==> config.mk <==
export PLATFORM = sky130hd
export DESIGN_NAME = mem_port_arbiter_flat
export DESIGN_NICKNAME = d
export VERILOG_FILES = /design/src/rtl/mem_port_arbiter_if.sv /design/src/rtl/mem_port_arbiter.sv /design/src/flat_wrapper.sv
export SDC_FILE = /design/constraint.sdc
export NUM_CORES = 1
export LEC_CHECK = 0
export ABC_CLOCK_PERIOD_IN_PS = 1980
export BUFFER_PORTS_ARGS = -buffer_cell sky130_fd_sc_hd__buf_2
export CAP_MARGIN = 20
export CORE_ASPECT_RATIO = 1.25
export CORE_MARGIN = 5
export CORE_UTILIZATION = 42
export DETAILED_ROUTE_END_ITERATION = 16
export PLACE_DENSITY = 0.76
export SLEW_MARGIN = 25
export SYNTH_ARGS = -nofsm -noshare
export SYNTH_HDL_FRONTEND = slang
export SYNTH_SLANG_ARGS = --single-unit
==> constraint.sdc <==
create_clock -name clk -period 1.98 [get_ports clk]
set_clock_uncertainty 0.2 [all_clocks]
set_input_delay 0.198 -clock clk [delete_from_list [all_inputs] [get_ports clk]]
set_output_delay 0.198 -clock clk [all_outputs]
set_load 0.03 [all_outputs]
==> src/rtl/mem_port_arbiter_if.sv <==
// Bundle of the CPU port (a_*), DMA port (b_*) and single-port RAM signals
// seen by mem_port_arbiter; slave is the arbiter's view, master the environment's.
interface mem_port_arbiter_if #(
    parameter int AW = 14,
    parameter int DW = 32
);
    logic          a_req;
    logic          a_we;
    logic [AW-1:0] a_addr;
    logic [DW-1:0] a_wdata;
    logic [DW-1:0] a_rdata;
    logic          a_ack;
    logic          a_stall;

    logic          b_req;
    logic          b_we;
    logic [AW-1:0] b_addr;
    logic [DW-1:0] b_wdata;
    logic [DW-1:0] b_rdata;
    logic          b_ack;

    logic          mem_en;
    logic          mem_we;
    logic [AW-1:0] mem_addr;
    logic [DW-1:0] mem_wdata;
    logic [DW-1:0] mem_rdata;

    logic          busy;

    modport slave (
        input  a_req, a_we, a_addr, a_wdata,
        output a_rdata, a_ack, a_stall,
        input  b_req, b_we, b_addr, b_wdata,
        output b_rdata, b_ack,
        output mem_en, mem_we, mem_addr, mem_wdata,
        input  mem_rdata,
        output busy
    );

    modport master (
        output a_req, a_we, a_addr, a_wdata,
        input  a_rdata, a_ack, a_stall,
        output b_req, b_we, b_addr, b_wdata,
        input  b_rdata, b_ack,
        input  mem_en, mem_we, mem_addr, mem_wdata,
        output mem_rdata,
        input  busy
    );
endinterface

==> src/rtl/mem_port_arbiter.sv <==
// Two-port arbiter in front of the single-port data RAM: CPU (A) has fixed
// priority, DMA (B) is forced through after MAX_STARVE contested CPU wins.
module mem_port_arbiter #(
    parameter int AW         = 14,
    parameter int DW         = 32,
    parameter int RD_LAT     = 1,
    parameter int MAX_STARVE = 4
) (
    input logic               clk,
    input logic               rst,
    mem_port_arbiter_if.slave bus
);

    typedef enum logic [1:0] {
        IDLE,
        ISSUE,
        WAIT
    } state_t;

    typedef enum logic {
        OWN_A,
        OWN_B
    } owner_t;

    state_t        state;
    state_t        state_next;
    owner_t        owner;

    logic          we_q;
    logic [AW-1:0] addr_q;
    logic [DW-1:0] wdata_q;
    logic [1:0]    wait_cnt;
    logic [3:0]    starve_cnt;
    logic [DW-1:0] a_rdata_q;
    logic [DW-1:0] b_rdata_q;

    logic          starved;
    logic          grant_a;
    logic          grant_b;
    logic          done;
    logic          read_done;
    logic          mem_en;
    logic          mem_we;
    logic [AW-1:0] mem_addr;
    logic [DW-1:0] mem_wdata;
    logic          a_ack;
    logic          b_ack;

    assign starved = (starve_cnt == 4'(MAX_STARVE));

    always_ff @(posedge clk or negedge rst) begin
        if (!rst) begin
            state <= IDLE;
        end else begin
            state <= state_next;
        end
    end

    // Grants are decided only in IDLE; ISSUE is the single RAM strobe cycle.
    always_comb begin
        state_next = state;
        grant_a    = 1'b0;
        grant_b    = 1'b0;
        done       = 1'b0;
        read_done  = 1'b0;
        mem_en     = 1'b0;
        mem_we     = 1'b0;
        mem_addr   = '0;
        mem_wdata  = '0;
        case (state)
            IDLE: begin
                grant_b = bus.b_req & (~bus.a_req | starved);
                grant_a = bus.a_req & ~grant_b;
                if (grant_a | grant_b) begin
                    state_next = ISSUE;
                end
            end
            ISSUE: begin
                mem_en    = 1'b1;
                mem_we    = we_q;
                mem_addr  = addr_q;
                mem_wdata = wdata_q;
                if (we_q) begin
                    done       = 1'b1;
                    state_next = IDLE;
                end else begin
                    state_next = WAIT;
                end
            end
            WAIT: begin
                if (wait_cnt == 2'd0) begin
                    done       = 1'b1;
                    read_done  = 1'b1;
                    state_next = IDLE;
                end
            end
            default: begin
                state_next = IDLE;
            end
        endcase
    end

    assign a_ack = done & (owner == OWN_A);
    assign b_ack = done & (owner == OWN_B);

    // The granted request is latched so the RAM side does not depend on the
    // requester holding its address/data beyond the arbitration edge.
    always_ff @(posedge clk or negedge rst) begin
        if (!rst) begin
            owner      <= OWN_A;
            we_q       <= 1'b0;
            addr_q     <= '0;
            wdata_q    <= '0;
            starve_cnt <= 4'd0;
        end else if (grant_a | grant_b) begin
            owner   <= grant_b ? OWN_B : OWN_A;
            we_q    <= grant_b ? bus.b_we : bus.a_we;
            addr_q  <= grant_b ? bus.b_addr : bus.a_addr;
            wdata_q <= grant_b ? bus.b_wdata : bus.a_wdata;
            if (grant_a & bus.b_req) begin
                starve_cnt <= starved ? starve_cnt : starve_cnt + 4'd1;
            end else begin
                starve_cnt <= 4'd0;
            end
        end
    end

    always_ff @(posedge clk or negedge rst) begin
        if (!rst) begin
            wait_cnt <= 2'd0;
        end else if (state == ISSUE) begin
            wait_cnt <= 2'(RD_LAT - 1);
        end else if ((state == WAIT) && (wait_cnt != 2'd0)) begin
            wait_cnt <= wait_cnt - 2'd1;
        end
    end

    always_ff @(posedge clk or negedge rst) begin
        if (!rst) begin
            a_rdata_q <= '0;
            b_rdata_q <= '0;
        end else if (read_done) begin
            if (owner == OWN_A) begin
                a_rdata_q <= bus.mem_rdata;
            end else begin
                b_rdata_q <= bus.mem_rdata;
            end
        end
    end

    // Read data is forwarded in the ack cycle itself, then held from the register.
    assign bus.a_rdata   = (read_done && (owner == OWN_A)) ? bus.mem_rdata : a_rdata_q;
    assign bus.b_rdata   = (read_done && (owner == OWN_B)) ? bus.mem_rdata : b_rdata_q;
    assign bus.a_ack     = a_ack;
    assign bus.b_ack     = b_ack;
    assign bus.a_stall   = bus.a_req & ~a_ack;
    assign bus.mem_en    = mem_en;
    assign bus.mem_we    = mem_we;
    assign bus.mem_addr  = mem_addr;
    assign bus.mem_wdata = mem_wdata;
    assign bus.busy      = (state != IDLE);

endmodule

==> src/flat_wrapper.sv <==
// flat-port wrapper written by rule: the top's interface ports become plain ports
module mem_port_arbiter_flat 
#(
    parameter int AW         = 14,
    parameter int DW         = 32,
    parameter int RD_LAT     = 1,
    parameter int MAX_STARVE = 4
)
  (clk, rst, bus_a_req, bus_a_we, bus_a_addr, bus_a_wdata, bus_a_rdata, bus_a_ack, bus_a_stall, bus_b_req, bus_b_we, bus_b_addr, bus_b_wdata, bus_b_rdata, bus_b_ack, bus_mem_en, bus_mem_we, bus_mem_addr, bus_mem_wdata, bus_mem_rdata, bus_busy);
  mem_port_arbiter_if #(.AW(AW), .DW(DW)) bus_i ();
  input logic clk;
  input logic rst;
  input wire logic [$bits(bus_i.a_req)-1:0] bus_a_req;
  input wire logic [$bits(bus_i.a_we)-1:0] bus_a_we;
  input wire logic [$bits(bus_i.a_addr)-1:0] bus_a_addr;
  input wire logic [$bits(bus_i.a_wdata)-1:0] bus_a_wdata;
  output wire logic [$bits(bus_i.a_rdata)-1:0] bus_a_rdata;
  output wire logic [$bits(bus_i.a_ack)-1:0] bus_a_ack;
  output wire logic [$bits(bus_i.a_stall)-1:0] bus_a_stall;
  input wire logic [$bits(bus_i.b_req)-1:0] bus_b_req;
  input wire logic [$bits(bus_i.b_we)-1:0] bus_b_we;
  input wire logic [$bits(bus_i.b_addr)-1:0] bus_b_addr;
  input wire logic [$bits(bus_i.b_wdata)-1:0] bus_b_wdata;
  output wire logic [$bits(bus_i.b_rdata)-1:0] bus_b_rdata;
  output wire logic [$bits(bus_i.b_ack)-1:0] bus_b_ack;
  output wire logic [$bits(bus_i.mem_en)-1:0] bus_mem_en;
  output wire logic [$bits(bus_i.mem_we)-1:0] bus_mem_we;
  output wire logic [$bits(bus_i.mem_addr)-1:0] bus_mem_addr;
  output wire logic [$bits(bus_i.mem_wdata)-1:0] bus_mem_wdata;
  input wire logic [$bits(bus_i.mem_rdata)-1:0] bus_mem_rdata;
  output wire logic [$bits(bus_i.busy)-1:0] bus_busy;
  assign bus_i.a_req = bus_a_req;
  assign bus_i.a_we = bus_a_we;
  assign bus_i.a_addr = bus_a_addr;
  assign bus_i.a_wdata = bus_a_wdata;
  assign bus_a_rdata = bus_i.a_rdata;
  assign bus_a_ack = bus_i.a_ack;
  assign bus_a_stall = bus_i.a_stall;
  assign bus_i.b_req = bus_b_req;
  assign bus_i.b_we = bus_b_we;
  assign bus_i.b_addr = bus_b_addr;
  assign bus_i.b_wdata = bus_b_wdata;
  assign bus_b_rdata = bus_i.b_rdata;
  assign bus_b_ack = bus_i.b_ack;
  assign bus_mem_en = bus_i.mem_en;
  assign bus_mem_we = bus_i.mem_we;
  assign bus_mem_addr = bus_i.mem_addr;
  assign bus_mem_wdata = bus_i.mem_wdata;
  assign bus_i.mem_rdata = bus_mem_rdata;
  assign bus_busy = bus_i.busy;
  mem_port_arbiter #(.AW(AW), .DW(DW), .RD_LAT(RD_LAT), .MAX_STARVE(MAX_STARVE)) u_core (.clk(clk), .rst(rst), .bus(bus_i));
endmodule
==> impl_metrics.tcl <==
set metrics [dict create \
    drc 0 \
    track_usage 0.296 \
    clockBufferDepth 2 \
    power_mw 19.9 \
    drv_slew 0 \
    fmax_mhz 403 \
    synth_top_area_cell "dfrtp_1" \
    outcome "complete, but fails checks" \
    grtUsageMet2 0.492 \
    path_clk_slew_ps 60 \
    grt_pass1_wl_um 33300 \
    final_cells 1026 \
    root_buffer "clkbuf_16" \
    final-setup-viol-count 165 \
    portBuffers 245 \
    dpl_cell_area_um2 6830 \
    die_y_um 135 \
    grt_pass1_vias 6076 \
    powerDensity_nw_per_um2 1860 \
    end_kind "output pin" \
    finalWorstSetupSlack_ps -504 \
    cts_tree "yes" \
    yosysWarnings 0 \
    die_w_um 110 \
    die_area_um2 14900 \
    whs_ps 80.3 \
    r2r_end "u_core.wdata_q[16]" \
    power.leakage_nw 5.21 \
    r2r_cells 9 \
    crit_path_max_fanout 8 \
    grt.busiest_layer "met2" \
    synth_seq_cells 120 \
    cp.arrival_ps 2090 \
    hpwl_um 10700 \
    cts_made_buffers 17 \
    synth_cell_types 29 \
    antenna_found_initial 1 \
    num-nets-final 986 \
    grt_setup_unrepaired "yes" \
    required_ps 1580 \
    hp-class "input pin to asynchronous set/reset pin" \
    final-hold-violation-count 0 \
    ir_drop_mv 0.946 \
    syn_to_final_growth_pct 103 \
    rows 45 \
    use_met3 0.102 \
    clock_latency_ps 400 \
    start_util 0.431 \
    critPathLaunchType "flip-flop" \
    vias_per_cell 5.63 \
    yosysTopAreaCellShare 0.570 \
    synth_area_leaders "dfrtp_1, mux2_2, and2_1" \
    fin_util 0.875 \
    drt-total-wl_um 26800 \
    finalInstanceArea_um2 10700 \
    cts_max_level 4 \
    gp_congestion 0.804 \
    num_antenna_cells 0 \
    fin_setup_tns_ps -49750 \
    drive_above_1_share 0.621 \
    first_pass_iters 5 \
    use_met1 0.343 \
    ant_nets 0 \
    rrSetupSlack_ps -140 \
    crit_type "flip-flop to output pin" \
    syn-cell-area_um2 5260 \
    coreArea_um2 12200 \
    vias 5780 \
    ioPinCount 246 \
    min_period_ps 2480 \
    period_share 1.25 \
    syn_inst 405 \
    violations "setup timing" \
    cts.sinks 120 \
    regToRegStartpoint "u_core.state[1]" \
    grt_max_degree 58 \
    maxCapViolCount 0 \
    worst_pin_slew_ps 543 \
    dpl.cell_count 807 \
    slew_headroom 0.637 \
    place_ws_ps -169 \
    drt_iter0_markers 362 \
    wl_per_cell_um 26.1 \
    syn_area_per_cell_um2 13.0 \
    gr-total-overflow 0 \
    syn_nets 542 \
    yosysSeqAreaShare 0.570 \
]
-- placed cells by master (no fill, tap or decap), drive strengths merged, types with 2 or more instances in the layout --
cell / count
buf: 310
dlygate4sd3: 129
dfrtp: 120
and2: 95
mux2: 65
a221o: 47
clkbuf: 31
inv: 11
nor2: 8
clkinv: 8
ha: 7
nand2: 4
clkinvlp: 3
a21oi: 3
mux2i: 2
o21ai: 2
xnor2: 2
-- final cells by class --
class                           instances  area, um^2
Clock buffer                           18         429
Inverter                                9        36.3
Multi-Input combinational cell        249        2560
Fill cell                             466        1530
Clock inverter                         14         125
Timing Repair Buffer                  452        4330
Sequential cell                       120        3000
Tap cell                              164         205
-- how the worst max path moves through the flow --
stage / slack, ps / end / cells after the start / from
after floorplan: 20 / bus_a_rdata[10] / 6 / u_core.state[0]
after detailed placement: -170 / bus_a_rdata[10] / 7 / u_core.state[0]
after CTS: -440 / bus_a_rdata[11] / 8 / u_core.wait_cnt[0]
after global routing: -540 / bus_a_rdata[16] / 8 / u_core.wait_cnt[0]
final: -500 / bus_a_rdata[22] / 7 / u_core.state[1]
after global placement: -260 / u_core.addr_q[0] / 5 / u_core.starve_cnt[0]
-- metal layers --
layer  routed length, um  up-vias
met5                  13        -
met4                1540        2
met3                3330      120
met2               13100      516
met1                8740     2806
li1                    -     2336
-- where the power goes --
| part | total [mW] | leakage [nW] | internal [mW] | switching, mW |
|---|---|---|---|---|
| sequential | 4.42 | 1.44 | 3.66 | 0.762 |
| clock | 2.91 | 0.266 | 1.73 | 1.18 |
| combinational | 12.6 | 3.50 | 6.40 | 6.18 |
-- critical path, stage by stage, from the launching register on --
cell and delay, ps:
dfrtp_1 430, ha_4 190, and2_4 180, nand2_4 100, buf_12 130, buf_12 130
mux2_2 370, buf_6 150
-- flip-flops by register name (all words and copies together) (netlist names) --
| register | flops |
|---|---|
| u_core.a_rdata_q | 32 |
| u_core.wdata_q | 32 |
| u_core.b_rdata_q | 32 |
| u_core.owner | 1 |
| u_core.we_q | 1 |
| u_core.addr_q | 14 |
| u_core.wait_cnt | 2 |
| u_core.starve_cnt | 4 |
| u_core.state | 2 |
-- synthesized netlist by cell type --
master	instances
a211o_1	1
a211oi_1	1
a21oi_1	3
a221o_1	47
a22oi_1	1
a31oi_1	1
and2_1	95
and3_1	1
buf_2	13
buf_6	2
clkbuf_1	12
dfrtp_1	120
ha_1	7
inv_1	9
mux2_2	65
mux2i_1	2
nand2_1	4
nand2b_1	1
nand3_1	1
nand3b_1	1
nor2_1	8
nor2b_1	1
o211a_1	1
o211ai_1	1
o21a_1	1
o21ai_0	2
o31ai_1	1
xnor2_1	2
xor2_1	1
-- logic make-up after synthesis --
group | synth area share
adder cells (fa/ha/maj) | 0.0166
XOR/XNOR | 0.00499
flip-flops | 0.570
multiplexers | 0.143
AND/OR/NAND/NOR | 0.127
buffers and inverters | 0.0316
AO/OA/AOI/OAI | 0.106
-- what timing repair did --
action / in CTS / in global routing
hold buffers: 129 / 0
pin swaps: 4 / 24
gates cloned: 8 / 19
setup endpoints to repair: 161 / 170
endpoints found under the hold margin: 232 / 0
setup buffers: 20 / 15
gates resized for setup: 235 / 141
Power figures use the tool's default switching activity.
